File: config.mk
export PLATFORM = sky130hd
export DESIGN_NAME = hack_fetch_unit_flat
export DESIGN_NICKNAME = d
export VERILOG_FILES = /design/src/rtl/hack_fetch_unit_pkg.sv /design/src/rtl/hack_fetch_unit_if.sv /design/src/rtl/hack_pc_inc.sv /design/src/rtl/hack_fetch_unit.sv /design/src/flat_wrapper.sv
export SDC_FILE = /design/constraint.sdc
export NUM_CORES = 1
export LEC_CHECK = 0
export BUFFER_PORTS_ARGS = -buffer_cell sky130_fd_sc_hd__buf_2
export CORE_MARGIN = 3
export CORE_UTILIZATION = 40
export CTS_BUF_LIST = sky130_fd_sc_hd__clkbuf_8
export DETAILED_ROUTE_END_ITERATION = 8
export PLACE_DENSITY_LB_ADDON = 0.2
export SKIP_LAST_GASP = 1
export SYNTH_ARGS = -nofsm -noshare
export SYNTH_HDL_FRONTEND = slang
export SYNTH_HIERARCHICAL = 1
export SYNTH_SLANG_ARGS = --single-unit
export TNS_END_PERCENT = 50
File: constraint.sdc
create_clock -name clk -period 1.7 [get_ports clk]
set_clock_uncertainty 0.05 [all_clocks]
set_input_delay 0 -clock clk [delete_from_list [all_inputs] [get_ports clk]]
set_output_delay 0 -clock clk [all_outputs]
set_load 0.05 [all_outputs]
File: src/rtl/hack_fetch_unit_pkg.sv
// hack_fetch_unit_pkg
//  Shared definitions for the Hack fetch stage: address/data widths, FSM state
//  encoding and the next-PC selector.
//  Optional feature macro used by the fetch unit: HACK_FETCH_WRAP_TRAP_EN.
package hack_fetch_unit_pkg;

  localparam int HACK_ADDR_W = 15;
  localparam int HACK_DATA_W = 16;

  // 2'd3 is unused; the FSM treats it as illegal and recovers to ST_IDLE.
  typedef enum logic [1:0] {
    ST_IDLE  = 2'd0,
    ST_FETCH = 2'd1,
    ST_HOLD  = 2'd2
  } state_t;

  // Mux16-style two-way selector for the next PC: sel=0 -> a, sel=1 -> b.
  // Sized to the package address width.
  function automatic logic [HACK_ADDR_W-1:0] pc_mux(
    input logic                   sel,
    input logic [HACK_ADDR_W-1:0] a,
    input logic [HACK_ADDR_W-1:0] b
  );
    return sel ? b : a;
  endfunction

endpackage

File: src/rtl/hack_fetch_unit_if.sv
// hack_fetch_unit_if
//  Bus bundle of the fetch unit: ROM read handshake (req/ack) plus the
//  instruction valid/ready handshake toward decode, including the jump inputs
//  that are sampled on the accept cycle.
//  master : fetch unit side (drives rom_req/rom_addr/instr/instr_valid)
//  slave  : ROM + decode side (drives rom_ack/rom_data/instr_ready/load/jump_addr)
interface hack_fetch_unit_if
  import hack_fetch_unit_pkg::*;
#(
  parameter int ADDR_W = HACK_ADDR_W,
  parameter int DATA_W = HACK_DATA_W
);
  logic              rom_req;
  logic [ADDR_W-1:0] rom_addr;
  logic              rom_ack;
  logic [DATA_W-1:0] rom_data;
  logic [DATA_W-1:0] instr;
  logic              instr_valid;
  logic              instr_ready;
  logic              load;
  logic [ADDR_W-1:0] jump_addr;

  modport master (
    output rom_req, rom_addr, instr, instr_valid,
    input  rom_ack, rom_data, instr_ready, load, jump_addr
  );

  modport slave (
    input  rom_req, rom_addr, instr, instr_valid,
    output rom_ack, rom_data, instr_ready, load, jump_addr
  );
endinterface

File: src/rtl/hack_pc_inc.sv
// hack_pc_inc
//  Combinational ADDR_W-bit incrementer. carry is set when a is all-ones and
//  the sum wraps to zero.
//  a     in   ADDR_W  current PC
//  y     out  ADDR_W  a + 1 (modulo 2^ADDR_W)
//  carry out  1       carry-out of the increment
module hack_pc_inc
  import hack_fetch_unit_pkg::*;
#(
  parameter int ADDR_W = HACK_ADDR_W
) (
  input  logic [ADDR_W-1:0] a,
  output logic [ADDR_W-1:0] y,
  output logic              carry
);
  assign {carry, y} = {1'b0, a} + {{ADDR_W{1'b0}}, 1'b1};
endmodule

File: src/rtl/hack_fetch_unit.sv
// hack_fetch_unit
//  PC + instruction fetch stage of the Hack CPU. Fetches the instruction at pc
//  over the ROM req/ack handshake, registers it and offers it to decode on a
//  valid/ready handshake. On accept the PC advances to pc+1 or to jump_addr
//  (when load). No prefetch: FETCH and HOLD never overlap.
//  Ports:
//   clk, rst_n   clock, asynchronous active-low reset
//   halt         1 = do not start a new fetch (in-flight handshakes finish)
//   bus          hack_fetch_unit_if.master (ROM + instruction handshakes)
//   pc           address of the instruction being fetched / held
//   wrap_err     sticky PC-overflow flag (only with the trap compiled in)
//  Macro HACK_FETCH_WRAP_TRAP_EN: when defined, an accept with load=0 at
//   pc=all-ones sets wrap_err, keeps pc and parks the FSM in IDLE until reset.
//   When undefined the PC wraps silently and wrap_err is 0.
module hack_fetch_unit
  import hack_fetch_unit_pkg::*;
#(
  parameter int                ADDR_W    = HACK_ADDR_W,
  parameter int                DATA_W    = HACK_DATA_W,
  parameter logic [ADDR_W-1:0] RESET_VEC = '0
) (
  input  logic              clk,
  input  logic              rst_n,
  input  logic              halt,
  hack_fetch_unit_if.master bus,
  output logic [ADDR_W-1:0] pc,
  output logic              wrap_err
);

  state_t            state, state_nxt;
  logic [DATA_W-1:0] instr_q;
  logic [ADDR_W-1:0] pc_inc, pc_nxt;
  logic              carry;
  logic              accept;
  logic              trap;

  hack_pc_inc #(.ADDR_W(ADDR_W)) u_pc_inc (
    .a     (pc),
    .y     (pc_inc),
    .carry (carry)
  );

  assign accept = (state == ST_HOLD) && bus.instr_ready;
  assign pc_nxt = pc_mux(bus.load, pc_inc, bus.jump_addr);

`ifdef HACK_FETCH_WRAP_TRAP_EN
  // Overflow only counts on a sequential step; a jump from all-ones is legal.
  assign trap = accept && !bus.load && carry;

  always_ff @(posedge clk or negedge rst_n) begin
    if (!rst_n)    wrap_err <= 1'b0;
    else if (trap) wrap_err <= 1'b1;
  end
`else
  logic unused_carry;
  assign unused_carry = carry;
  assign trap         = 1'b0;
  assign wrap_err     = 1'b0;
`endif

  always_ff @(posedge clk or negedge rst_n) begin
    if (!rst_n) state <= ST_IDLE;
    else        state <= state_nxt;
  end

  always_comb begin
    state_nxt = state;
    case (state)
      // A set wrap_err keeps the unit parked here regardless of halt.
      ST_IDLE:  if (!halt && !wrap_err) state_nxt = ST_FETCH;
      ST_FETCH: if (bus.rom_ack)        state_nxt = ST_HOLD;
      ST_HOLD:  if (accept)             state_nxt = (halt || trap) ? ST_IDLE : ST_FETCH;
      default:                          state_nxt = ST_IDLE;
    endcase
  end

  always_ff @(posedge clk or negedge rst_n) begin
    if (!rst_n) begin
      pc      <= RESET_VEC;
      instr_q <= '0;
    end else begin
      if (state == ST_FETCH && bus.rom_ack) instr_q <= bus.rom_data;
      if (accept && !trap)                  pc      <= pc_nxt;
    end
  end

  // Decoded straight from the state flop, so rom_req falls as soon as rst_n does.
  assign bus.rom_req     = (state == ST_FETCH);
  assign bus.rom_addr    = pc;
  assign bus.instr_valid = (state == ST_HOLD);
  assign bus.instr       = instr_q;

endmodule

File: src/flat_wrapper.sv
// flat-port wrapper written by rule: the top's interface ports become plain ports
module hack_fetch_unit_flat import hack_fetch_unit_pkg::*;
#(
  parameter int                ADDR_W    = HACK_ADDR_W,
  parameter int                DATA_W    = HACK_DATA_W,
  parameter logic [ADDR_W-1:0] RESET_VEC = '0
)
  (clk, rst_n, halt, pc, wrap_err, bus_rom_req, bus_rom_addr, bus_instr, bus_instr_valid, bus_rom_ack, bus_rom_data, bus_instr_ready, bus_load, bus_jump_addr);
  hack_fetch_unit_if #(.ADDR_W(ADDR_W), .DATA_W(DATA_W)) bus_i ();
  input  logic clk;
  input  logic rst_n;
  input  logic halt;
  output logic [ADDR_W-1:0] pc;
  output logic wrap_err;
  output wire logic [$bits(bus_i.rom_req)-1:0] bus_rom_req;
  output wire logic [$bits(bus_i.rom_addr)-1:0] bus_rom_addr;
  output wire logic [$bits(bus_i.instr)-1:0] bus_instr;
  output wire logic [$bits(bus_i.instr_valid)-1:0] bus_instr_valid;
  input wire logic [$bits(bus_i.rom_ack)-1:0] bus_rom_ack;
  input wire logic [$bits(bus_i.rom_data)-1:0] bus_rom_data;
  input wire logic [$bits(bus_i.instr_ready)-1:0] bus_instr_ready;
  input wire logic [$bits(bus_i.load)-1:0] bus_load;
  input wire logic [$bits(bus_i.jump_addr)-1:0] bus_jump_addr;
  assign bus_rom_req = bus_i.rom_req;
  assign bus_rom_addr = bus_i.rom_addr;
  assign bus_instr = bus_i.instr;
  assign bus_instr_valid = bus_i.instr_valid;
  assign bus_i.rom_ack = bus_rom_ack;
  assign bus_i.rom_data = bus_rom_data;
  assign bus_i.instr_ready = bus_instr_ready;
  assign bus_i.load = bus_load;
  assign bus_i.jump_addr = bus_jump_addr;
  hack_fetch_unit #(.ADDR_W(ADDR_W), .DATA_W(DATA_W), .RESET_VEC(RESET_VEC)) u_core (.clk(clk), .rst_n(rst_n), .halt(halt), .bus(bus_i), .pc(pc), .wrap_err(wrap_err));
endmodule
==> reports/metrics.cfg <==
[routing]
via_per_inst = 4.82
drtIter0Drc = 38
drt-pass1-iter-count = 3
ant_nets = 0
totalWireLength_um = 4190
drc = 0
vias = 1495
wire_per_inst_um = 13.5

[timing]
min_period_over_period = 1.04
worst_slack_ps = -66.7
finalCriticalPeriod_ps = 1770
tns_ps = -220
hold_viol_final = 0
slew_viol_final = 0
setup_viol = 6
rsz0062_at_grt = yes
max_freq_ghz = 0.566

[global_route]
grt_antenna_before_repair = 0
grt_use_total = 0.161
grt_pass1_wl_um = 6910
grt_start_max_net_pins = 18
grt_remaining_overflow = 0
first_global_vias = 1504

[final_layout]
syn2layout_area_growth_pct = 43.4
layout-drive-gt1-share = 0.678
fill_cells = 391
final_nets = 296
diodes = 0
fin_util = 0.609

[status]
outcome = complete, but fails checks
violations = negative setup slack

[logic_synthesis]
syn_inst = 151
yosysWarnings = 6
synth_nets = 189
syn_avg_cell_area_um2 = 12.5
mappedNetlistArea_mm2 = 0.00189

[clock_tree]
cts-root-buf = clkbuf_8
cts_tree = yes
cts_made_buffers = 5
cts.sinks = 33
post_cts_buffers = 0
max-clock-path-buffers = 2
h-tree-depth = 2
path_clk_slew_ps = 60
clock_latency_ps = 280

[hold_path]
min-delay-path-class = in2reg

[flow_run]
cap_violations = 0

[critical_path]
crit_path_start_kind = register
crit_arrival_ps = 1880
worstSetupEndpointType = register
path_max_fanout = 6
path_class = reg2reg
crit_required_ps = 1810

[floorplan]
rows = 24
start_util = 0.425
ioPinCount = 86
die_w_um = 74.7
die_h_um = 74.7
core_area_mm2 = 0.00444
dieArea_mm2 = 0.00558

[place]
dp_slack_ps = -53.5
place_congestion = 0.752
dp_hpwl_um = 3000
io_buffers = 84

==> state kept, by name (all words and copies together) (netlist names) <==
register             cells
u_core/bus.instr        16
u_core/bus.rom_addr     15
u_core/state             2
==> final timing paths <==
check	slack [ps]	startpoint	end	cells past startpoint
setup / recovery	-70	u_core/bus.rom_addr[0]$_DFFE_PN0P_	u_core/bus.rom_addr[12]$_DFFE_PN0P_	6
hold / removal	30	bus_jump_addr[10]	u_core/bus.rom_addr[10]$_DFFE_PN0P_	3
setup reg to reg	-70	u_core/bus.rom_addr[0]$_DFFE_PN0P_	u_core/bus.rom_addr[12]$_DFFE_PN0P_	6
hold reg to reg	460	u_core/bus.instr[14]$_DFFE_PN0P_	u_core/bus.instr[14]$_DFFE_PN0P_	1
max in group asynchronous	1070	rst_n	u_core/bus.rom_addr[7]$_DFFE_PN0P_	3
min in group asynchronous	40	rst_n	u_core/bus.rom_addr[0]$_DFFE_PN0P_	2
==> cell type report <==
cell class	instances	area, um^2	share of cell area
Clock buffer	6	82.6	0.0305
Clock inverter	1	3.75	0.00139
Sequential cell	33	847	0.313
Multi-Input combinational cell	91	926	0.342
Inverter	6	22.5	0.00832
Tap cell	52	65.1	0.0240
Timing Repair Buffer	121	761	0.281
==> layer usage <==
layer / track usage / wire length, um
met3: 0.0401 / 270
met4: 0.0474 / 36
met5: 0 / 0
met1: 0.206 / 1810
met2: 0.272 / 2080
==> worst max-delay path: stages, from the launching register on <==
cell	delay, ps
dfrtp_4	460
ha_4	160
nand4_4	180
nor4_4	190
xor2_1	90
mux2_4	280
mux2_4	250
==> timing repair <==
item	in CTS	in global routing
hold buffers	20	0
gates resized for setup	4	2
hold endpoints to repair	51	0
setup endpoints to repair	6	9
pin swaps	2	0
==> through the flow <==
stage	cell area [um^2]	instances	hold WS, ps
after floorplan	1930	151	-346
after global placement	2390	283	-197
after detailed placement	2390	283	-205
after CTS	2700	310	20.7
after global routing	2710	310	33.0
final	2710	310	28.7
==> placed cells by master, fill, tap and decap left out <==
cell and n:
nor3_2 1, nor4_4 2, o32ai_1 1, or2b_1 2, and3b_1 1, nand4_4 1
buf_12 1, nor2_2 1, buf_2 84, conb_1 1, dfrtp_4 3, dfrtp_1 22
dlygate4sd3_1 20, nor2b_1 1, inv_1 7, dfrtp_2 8, nand4_1 5, nand2_1 3
mux2_2 42, and4_4 1, clkbuf_8 6, nor3_1 2, nand3_2 2, nand3b_2 1
ha_4 1, nor2_1 1, nand3_1 3, mux2_4 4, o21ai_0 1, xnor2_1 5
xor2_1 8, nor4_2 1, buf_4 16
Power is left out: the tool's default activity adds up to more than one toggle a clock period on the data nets, which glitch-free logic cannot reach.
